### config.mk
export PLATFORM = sky130hd
export DESIGN_NAME = imem_loader_flat
export DESIGN_NICKNAME = d
export VERILOG_FILES = /design/src/rtl/imem_loader_pkg.sv /design/src/rtl/imem_loader_if.sv /design/src/rtl/imem_loader_byte_packer.sv /design/src/rtl/imem_loader.sv /design/src/flat_wrapper.sv
export SDC_FILE = /design/constraint.sdc
export NUM_CORES = 1
export LEC_CHECK = 0
export ABC_AREA = 0
export ABC_CLOCK_PERIOD_IN_PS = 5210
export CORE_MARGIN = 4
export CORE_UTILIZATION = 50
export CTS_BUF_LIST = sky130_fd_sc_hd__clkbuf_16
export CTS_CLUSTER_SIZE = 30
export DETAILED_ROUTE_END_ITERATION = 8
export PLACE_DENSITY_LB_ADDON = 0.25
export SYNTH_ARGS = -nofsm -noshare
export SYNTH_HDL_FRONTEND = slang
export SYNTH_HIERARCHICAL = 1
export SYNTH_SLANG_ARGS = --single-unit
### constraint.sdc
create_clock -name clk_i -period 5.21 [get_ports clk_i]
set_input_delay 1.042 -clock clk_i [delete_from_list [all_inputs] [get_ports clk_i]]
set_output_delay 1.042 -clock clk_i [all_outputs]
set_load 0.05 [all_outputs]
### src/rtl/imem_loader_pkg.sv
// -----------------------------------------------------------------------------
// imem_loader_pkg
// Shared types and constants for the instruction-memory boot loader.
//   state_t          : loader FSM states
//   wcount_t         : 16-bit unsigned word count (header length, words written)
//   DEPTH_WORDS_DEF  : default instruction memory depth in words
//   len_ok()         : header legality check (1..depth words)
// -----------------------------------------------------------------------------
package imem_loader_pkg;

   localparam int unsigned DEPTH_WORDS_DEF = 4096;

   typedef logic [15:0] wcount_t;

   typedef enum logic [2:0] {
      S_LEN0,
      S_LEN1,
      S_DATA,
      S_WRITE,
      S_DONE,
      S_ERR
   } state_t;

   // A header is legal when it asks for at least one word and no more than
   // the memory can hold.
   function automatic logic len_ok(input wcount_t n, input int unsigned depth);
      return (n != 16'd0) && ({16'd0, n} <= depth);
   endfunction

endpackage

### src/rtl/imem_loader_if.sv
// -----------------------------------------------------------------------------
// imem_loader_if
// Byte-stream handshake plus instruction-memory write port of the loader.
//   byte_i        : incoming stream byte           (host   -> loader)
//   byte_valid_i  : byte_i valid                   (host   -> loader)
//   byte_ready_o  : loader accepts a byte          (loader -> host)
//   imem_we_o     : one-cycle write enable         (loader -> memory)
//   imem_addr_o   : word-aligned byte address      (loader -> memory)
//   imem_wdata_o  : write data                     (loader -> memory)
// Modports: master = loader side, slave = host/memory side.
// -----------------------------------------------------------------------------
interface imem_loader_if;

   logic [7:0]  byte_i;
   logic        byte_valid_i;
   logic        byte_ready_o;
   logic        imem_we_o;
   logic [31:0] imem_addr_o;
   logic [31:0] imem_wdata_o;

   modport master (
      input  byte_i,
      input  byte_valid_i,
      output byte_ready_o,
      output imem_we_o,
      output imem_addr_o,
      output imem_wdata_o
   );

   modport slave (
      output byte_i,
      output byte_valid_i,
      input  byte_ready_o,
      input  imem_we_o,
      input  imem_addr_o,
      input  imem_wdata_o
   );

endinterface

### src/rtl/imem_loader_byte_packer.sv
// -----------------------------------------------------------------------------
// imem_loader_byte_packer
// Four-lane little-endian word assembler. Each accepted byte lands in the lane
// selected by a 2-bit index, which then advances and wraps after lane 3.
//   clk_i        : clock
//   rst_ni       : synchronous active-low reset
//   i_clear      : restart at lane 0 with all lanes zeroed
//   i_en         : store i_byte in the current lane this cycle
//   i_byte       : byte to store
//   o_lane       : lane the next byte will go to
//   o_word_next  : assembled word including the byte being stored this cycle,
//                  so the final byte of a word is usable without a wait state
// -----------------------------------------------------------------------------
module imem_loader_byte_packer (
   input  logic        clk_i,
   input  logic        rst_ni,
   input  logic        i_clear,
   input  logic        i_en,
   input  logic [7:0]  i_byte,
   output logic [1:0]  o_lane,
   output logic [31:0] o_word_next
);

   logic [1:0] r_lane;

   always_ff @(posedge clk_i) begin
      if (!rst_ni || i_clear) begin
         r_lane <= 2'd0;
      end else if (i_en) begin
         r_lane <= r_lane + 2'd1;
      end
   end

   assign o_lane = r_lane;

   generate
      for (genvar gi = 0; gi < 4; gi++) begin : g_lane
         logic [7:0] r_byte;
         logic       w_hit;

         assign w_hit = i_en && (r_lane == 2'(gi));

         always_ff @(posedge clk_i) begin
            if (!rst_ni || i_clear) begin
               r_byte <= 8'd0;
            end else if (w_hit) begin
               r_byte <= i_byte;
            end
         end

         assign o_word_next[8*gi +: 8] = w_hit ? i_byte : r_byte;
      end
   endgenerate

endmodule

### src/rtl/imem_loader.sv
// -----------------------------------------------------------------------------
// imem_loader
// Boot-time instruction memory writer. Consumes a length-prefixed byte stream
// (16-bit LE word count, then 4*N bytes, words LE), writes each word to
// instruction memory at byte addresses 0, 4, 8, ... and keeps the core in
// reset until the whole image is written.
//   clk_i       : clock
//   rst_ni      : synchronous active-low reset
//   bus         : imem_loader_if.master (byte handshake + memory write port)
//   cpu_rst_no  : active-low core reset, released once the image is written
//   done_o      : image fully written (sticky until reset)
//   error_o     : illegal header length (sticky until reset)
// -----------------------------------------------------------------------------
module imem_loader
   import imem_loader_pkg::*;
#(
   parameter int unsigned DEPTH_WORDS = DEPTH_WORDS_DEF
) (
   input  logic          clk_i,
   input  logic          rst_ni,
   imem_loader_if.master bus,
   output logic          cpu_rst_no,
   output logic          done_o,
   output logic          error_o
);

   state_t      r_state;
   state_t      w_state_next;
   wcount_t     r_len;
   wcount_t     r_word_cnt;
   wcount_t     w_len_full;
   logic [31:0] r_next_addr;
   logic [31:0] r_imem_addr;
   logic [31:0] r_imem_wdata;
   logic        r_imem_we;
   logic        r_done;
   logic        r_error;
   logic        w_ready;
   logic        w_xfer;
   logic        w_pack_clr;
   logic        w_pack_en;
   logic        w_last_byte;
   logic        w_last_word;
   logic [1:0]  w_lane;
   logic [31:0] w_word_next;

   // Ready is a pure state decode, forced low while reset is held so no byte
   // can be taken during reset.
   assign w_ready = rst_ni &&
                    ((r_state == S_LEN0) || (r_state == S_LEN1) || (r_state == S_DATA));
   assign w_xfer  = bus.byte_valid_i && w_ready;

   // Full length as it will be once the high header byte is latched.
   assign w_len_full  = {bus.byte_i, r_len[7:0]};
   assign w_last_word = (r_word_cnt + 16'd1) == r_len;

   imem_loader_byte_packer u_packer (
      .clk_i       (clk_i),
      .rst_ni      (rst_ni),
      .i_clear     (w_pack_clr),
      .i_en        (w_pack_en),
      .i_byte      (bus.byte_i),
      .o_lane      (w_lane),
      .o_word_next (w_word_next)
   );

   always_ff @(posedge clk_i) begin
      if (!rst_ni) begin
         r_state <= S_LEN0;
      end else begin
         r_state <= w_state_next;
      end
   end

   always_comb begin
      w_state_next = r_state;
      w_pack_clr   = 1'b0;
      w_pack_en    = 1'b0;
      w_last_byte  = 1'b0;
      case (r_state)
         S_LEN0: begin
            if (w_xfer) w_state_next = S_LEN1;
         end
         S_LEN1: begin
            if (w_xfer) begin
               if (len_ok(w_len_full, DEPTH_WORDS)) begin
                  w_state_next = S_DATA;
                  w_pack_clr   = 1'b1;
               end else begin
                  w_state_next = S_ERR;
               end
            end
         end
         S_DATA: begin
            if (w_xfer) begin
               w_pack_en = 1'b1;
               if (w_lane == 2'd3) begin
                  w_last_byte  = 1'b1;
                  w_state_next = S_WRITE;
               end
            end
         end
         S_WRITE: begin
            w_state_next = w_last_word ? S_DONE : S_DATA;
         end
         S_DONE:  w_state_next = S_DONE;
         S_ERR:   w_state_next = S_ERR;
         default: w_state_next = S_LEN0;
      endcase
   end

   // Write-port registers are loaded on the edge that takes the 4th byte, so
   // the pulse is visible during the WRITE cycle that follows.
   always_ff @(posedge clk_i) begin
      if (!rst_ni) begin
         r_len        <= '0;
         r_word_cnt   <= '0;
         r_next_addr  <= '0;
         r_imem_we    <= 1'b0;
         r_imem_addr  <= '0;
         r_imem_wdata <= '0;
         r_done       <= 1'b0;
         r_error      <= 1'b0;
      end else begin
         r_imem_we <= 1'b0;
         r_done    <= (w_state_next == S_DONE);
         r_error   <= (w_state_next == S_ERR);
         if ((r_state == S_LEN0) && w_xfer) begin
            r_len[7:0] <= bus.byte_i;
         end
         if ((r_state == S_LEN1) && w_xfer) begin
            r_len[15:8] <= bus.byte_i;
            r_word_cnt  <= '0;
            r_next_addr <= '0;
         end
         if (w_last_byte) begin
            r_imem_we    <= 1'b1;
            r_imem_addr  <= r_next_addr;
            r_imem_wdata <= w_word_next;
         end
         // Counters stop at the final word so the address never steps past
         // the last memory location.
         if ((r_state == S_WRITE) && !w_last_word) begin
            r_word_cnt  <= r_word_cnt + 16'd1;
            r_next_addr <= r_next_addr + 32'd4;
         end
      end
   end

   assign bus.byte_ready_o = w_ready;
   assign bus.imem_we_o    = r_imem_we;
   assign bus.imem_addr_o  = r_imem_addr;
   assign bus.imem_wdata_o = r_imem_wdata;
   assign cpu_rst_no       = r_done;
   assign done_o           = r_done;
   assign error_o          = r_error;

endmodule

### src/flat_wrapper.sv
// flat-port wrapper written by rule: the top's interface ports become plain ports
module imem_loader_flat import imem_loader_pkg::*;
#(
   parameter int unsigned DEPTH_WORDS = DEPTH_WORDS_DEF
)
  (clk_i, rst_ni, cpu_rst_no, done_o, error_o, bus_byte_i, bus_byte_valid_i, bus_byte_ready_o, bus_imem_we_o, bus_imem_addr_o, bus_imem_wdata_o);
  imem_loader_if bus_i ();
  input  logic clk_i;
  input  logic rst_ni;
  output logic cpu_rst_no;
  output logic done_o;
  output logic error_o;
  input wire logic [$bits(bus_i.byte_i)-1:0] bus_byte_i;
  input wire logic [$bits(bus_i.byte_valid_i)-1:0] bus_byte_valid_i;
  output wire logic [$bits(bus_i.byte_ready_o)-1:0] bus_byte_ready_o;
  output wire logic [$bits(bus_i.imem_we_o)-1:0] bus_imem_we_o;
  output wire logic [$bits(bus_i.imem_addr_o)-1:0] bus_imem_addr_o;
  output wire logic [$bits(bus_i.imem_wdata_o)-1:0] bus_imem_wdata_o;
  assign bus_i.byte_i = bus_byte_i;
  assign bus_i.byte_valid_i = bus_byte_valid_i;
  assign bus_byte_ready_o = bus_i.byte_ready_o;
  assign bus_imem_we_o = bus_i.imem_we_o;
  assign bus_imem_addr_o = bus_i.imem_addr_o;
  assign bus_imem_wdata_o = bus_i.imem_wdata_o;
  imem_loader #(.DEPTH_WORDS(DEPTH_WORDS)) u_core (.clk_i(clk_i), .rst_ni(rst_ni), .bus(bus_i), .cpu_rst_no(cpu_rst_no), .done_o(done_o), .error_o(error_o));
endmodule
Word-level counts from Yosys, hierarchy flattened

Index checks and enable logic that the tools add are counted.

Register bits: 168
Output and inout port bits: 69

Reductions and logical operators: 19
Equality and inequality tests: 11
Add/sub/neg operators: 3
Muxes and demuxes: 24
Magnitude comparators: 1

Operators with widths:

| operator                                              | count |
|---|---|
| 2-to-1 mux 32 bit                                     | 2 |
| adder 32 x 3 -> 32 bit, second input constant         | 1 |
| 2-to-1 mux 16 bit                                     | 2 |
| 2-to-1 mux 8 bit                                      | 4 |
| 2-to-1 mux 3 bit                                      | 6 |
| one-hot mux 3 bit (6 select lines)                    | 1 |
| adder 16 x 1 -> 16 bit, second input constant         | 1 |
| == test 16 bit                                        | 1 |
| <= comparator 16 x 13 -> 1 bit, second input constant | 1 |
| nonzero test 16 bit                                   | 1 |
| == test 3 bit, second input constant                  | 4 |
| logical AND 1 bit                                     | 10 |
| 2-to-1 mux 1 bit                                      | 9 |
| == test 3 x 2 -> 1 bit, second input constant         | 2 |
| == test 2 bit, second input constant                  | 2 |
| == test 3 x 1 -> 1 bit, second input constant         | 1 |
| logical NOT 3 bit                                     | 1 |
| logical OR 1 bit                                      | 3 |
| adder 2 x 1 -> 2 bit, second input constant           | 1 |
| == test 2 x 1 -> 1 bit, second input constant         | 1 |
| logical NOT 1 bit                                     | 2 |
| logical NOT 2 bit                                     | 1 |
| nonzero test 2 bit                                    | 1 |

Logic depth before layout (Yosys ltp)

Depth in word-level cells: 9
Gate-level depth with buffers: 10
Gate-level depth less buffers: 8

Hierarchy

Netlist, hierarchy kept.

By module, submodules not included:

| module                  | times used | cells each | area each (µm²) |
|---|---|---|---|
| imem_loader             | 1          | 748        | 6012.0 |
| imem_loader_byte_packer | 1          | 192        | 1681.6 |

Least setup slack after synthesis

OpenSTA, ideal clock, no wires.

Path type: input to output
From: input rst_ni
To: output bus_byte_ready_o
Stages: 3
Data arrival time: 2.154 ns
Slack: 2.014 ns
Cells stage by stage: clkbuf_1 nand2_1 a21oi_1

Word-level cells in the longest chain between the ends: 1

RTL lines:

| element           | line               | text |
|---|---|---|
| start, declared   | flat_wrapper.sv:9  | `input logic rst_ni;` |
| logical AND 1 bit | imem_loader.sv:49  | `assign w_ready = rst_ni &&` |
| end, declared     | flat_wrapper.sv:15 | `output wire logic [$bits(bus_i.byte_ready_o)-1:0] bus_byte_ready_o;` |

Every way passes these cells.

Worst setup path after layout

Same ends and word-level chain as after synthesis.

==> qor_table.md <==
| Parameter | This run |
| --- | --- |
| Hold bufs inserted after CTS | 0 |
| Commonest cells post-synth | sky130_fd_sc_hd__nand2_1 (203), sky130_fd_sc_hd__dfxtp_1 (164), sky130_fd_sc_hd__a21oi_1 (110) |
| Status | complete, no violations |
| Category of the worst setup path launch point | input pin |
| Max-cap viol count | 0 |
| Library cell occupying the most area in the post-synthesis netlist | sky130_fd_sc_hd__dfxtp_1 |
| Antenna diode count | 0 |
| Port Buffer Count | 77 |
| Final count of negative-setup-slack endpoints | 0 |
| Worst setup path startpoint | rst_ni |
| Terminus of the critical flop-to-flop path | u_core/r_next_addr[31] |
| Clock buffer count from CTS | 17 |
| Overall routed net length | 18,100 um |
| Clk buf depth | 2 |
| Final routed wire length divided by cell count | 15.3 um |
| Synthesized instance count | 940 |
| Max-slew violation count | 0 |
| Static leakage | 3.23 nW |
| Global-route wire length before repair | 30,500 um |
| Mapped Area | 7690 um^2 |
| Antenna violations before repair | 0 |
| GR Util All Layers | 0.207 |
| CTS HTree Levels | 4 |
| Max Freq | 0.259 GHz |
| Clock net sink count | 164 |
| Transition time of the tightest slew-check pin | 959 ps |
| Crit path required time | 4170 ps |
| Leading cell type by number of instances after synthesis | sky130_fd_sc_hd__nand2_1 |
| CP Class | input pin to primary output |
| End point of the critical path | bus_byte_ready_o |
| Worst reg-to-reg path cell count | 9 |
| Clock-pin slew on the worst setup and hold paths | 60 ps |
| Largest net degree at the start of global routing | 81 |
| Core occupancy in the finished layout | 0.596 |
| Crit path time final | 3860 ps |
| Area share of the largest cell type after synthesis | 0.427 |
| Distinct cell type count of the synthesized netlist | 58 |
| Minimum setup slack among reg-to-reg paths | 1860 ps |
| Worst setup slack after layout | 1350 ps |
| Summed negative setup slack over all endpoints | 0 ps |
| Initial DRT Pass Iterations | 5 |
| Worst clock skew | 10.6 ps |
| Final hold viol count | 0 |
| RePlAce Congestion | 0.836 |
| Synthesis-to-layout area growth | 17.2% |
| Clock tree from TritonCTS | built |
| Die width | 132 um |
| Maximum vdd drop | 0.000246 V |
| Drt first-iter violations | 509 |
| Worst setup slack before clock tree synthesis | 1350 ps |
| Placeable core region | 15,100 um^2 |
| I/O pin total | 80 |
| Crit path arrival time | 2820 ps |
| Share of synthesized flip-flops with an asynchronous set or reset | 0 |
| Area enclosed by the die boundary | 17,400 um^2 |
| Via-to-Cell Ratio | 5.66 |
| Critical path peak fanout | 10 |
| Number of nets with antenna violations after routing | 0 |
| Total number of vias | 6,711 |
| GRT Residual Overflow | 0 |
| Kind of end point of the critical path | primary output |
| Class of the most critical hold timing path | flop to flop |
| Number of enable-type register cells in the synthesized netlist | 0 |
| Share of synthesized area occupied by flip-flops and latches | 0.427 |
| Vertical die dimension | 132 um |
| Number of DRC violations after detailed routing | 0 |
| Worst r2r src | u_core/r_word_cnt[0] |
| Initial core utilization | 0.508 |
| Post-synthesis sequential element count | 164 |
| Fin crit share | 0.742 |
| Power per unit of standard cell area | 287 nW/um^2 |
| Number of core rows | 45 |
| Via count of the first global-routing pass | 6,234 |
| Number of fill cells | 1,369 |
| Sequential cell area | 3280 um^2 |
| Count of synthesis-stage warnings from yosys | 6 |
| Clock Latency Late Sink | 420 ps |
| Layout cells sized above 1 | 0.0822 |
| Top_reg_cell synth | sky130_fd_sc_hd__dfxtp_1 |
| Root buffer cell | sky130_fd_sc_hd__clkbuf_16 |
| Number of setup buffers added after CTS | 0 |
| Number of nets in the finished design | 1,001 |
| # resized after CTS | 0 |
| Unrepaired setup endpoints after global routing | false |
| Area used by multi-input combinational logic | 3930 um^2 |
| Largest cells by area after synthesis | sky130_fd_sc_hd__dfxtp_1 (43%), sky130_fd_sc_hd__nand2_1 (9.9%), sky130_fd_sc_hd__a21oi_1 (7.2%) |
| Rel. slew slack | 0.360 |
| Mapped Avg Cell Area | 8.18 um^2 |
| Total half-perimeter wirelength after legalization and detailed placement | 11,800 um |
==> cell type report <==
cell class | count | area share
multi-input combinational | 676 | 0.436
sequential | 164 | 0.364
timing repair buffer | 88 | 0.0946
clock buffer | 17 | 0.0472
tap | 188 | 0.0261
clock inverter | 15 | 0.0172
inverter | 37 | 0.0154
==> worst min path at each step <==
| stage | end | start | cells after the start |
|---|---|---|---|
| CTS | u_core/bus.imem_addr_o[16] | u_core/bus.imem_addr_o[16] | 2 |
| global route | u_core/bus.imem_wdata_o[9] | u_core/bus.imem_wdata_o[9] | 2 |
| global placement | u_core/bus.imem_addr_o[21] | u_core/bus.imem_addr_o[21] | 2 |
| floorplan | u_core/r_len[12] | u_core/r_len[12] | 2 |
| finish | u_core/bus.imem_wdata_o[30] | u_core/bus.imem_wdata_o[30] | 2 |
| detailed placement | u_core/bus.imem_addr_o[16] | u_core/bus.imem_addr_o[16] | 2 |
==> critical path, stage by stage <==
cell	delay, ps
sky130_fd_sc_hd__clkdlybuf4s50_1	660
sky130_fd_sc_hd__nand2_1	140
sky130_fd_sc_hd__a21oi_1	150
sky130_fd_sc_hd__clkdlybuf4s50_1	820
==> metal layers <==
metal	wire length (um)	global-route usage
met1	8750	0.292
met2	8330	0.326
met3	830	0.0431
met5	0	0
met4	182	0.0525
==> logic make-up after synthesis <==
logic type / count (synthesis) / share of synthesized area
AO/OA/AOI/OAI: 231 / 0.209
XOR/XNOR: 34 / 0.0407
adder cells (fa/ha/maj): 6 / 0.00976
buffers and inverters: 101 / 0.0647
flip-flops: 164 / 0.427
multiplexers: 13 / 0.0169
other: 1 / 0.000487
AND/OR/NAND/NOR: 390 / 0.232
==> flip-flops by register name, indices dropped and copies added (netlist names), 2 cells and up <==
name and cells:
u_core/bus.imem_wdata_o 32, u_core/u_packer/g_lane.r_byte 32, u_core/bus.imem_addr_o 30, u_core/r_next_addr 30, u_core/r_len 16, u_core/r_word_cnt 16
u_core/r_state 3, u_core/u_packer/o_lane 2
==> through the flow <==
step                      hold slack [ps]  cell area (um^2)  total power [mW]  cells
after CTS                             455              9020              2.61   1185
final                                 452              9020              2.59   1185
after detailed placement              446              8440              1.39   1153
after global routing                  472              9020              2.67   1185
after global placement                442              8440              1.39   1153
after floorplan                       448              7700              1.36    941
==> layout by cell type, fill, tap and decap left out, drive strengths merged, types with 20 or more instances in the layout <==
master,count
nand3,65
dfxtp,164
a21bo,32
nand2,204
clkdlybuf4s50,77
inv,40
o21ai,20
nor2,44
a21oi,112
==> power by group <==
part           leakage, nW  switching (mW)  internal (mW)
Clock                0.268           0.523          0.708
Combinational         1.64          0.0672         0.0280
Sequential            1.32         0.00669           1.26
(Power assumes the default switching activity.)
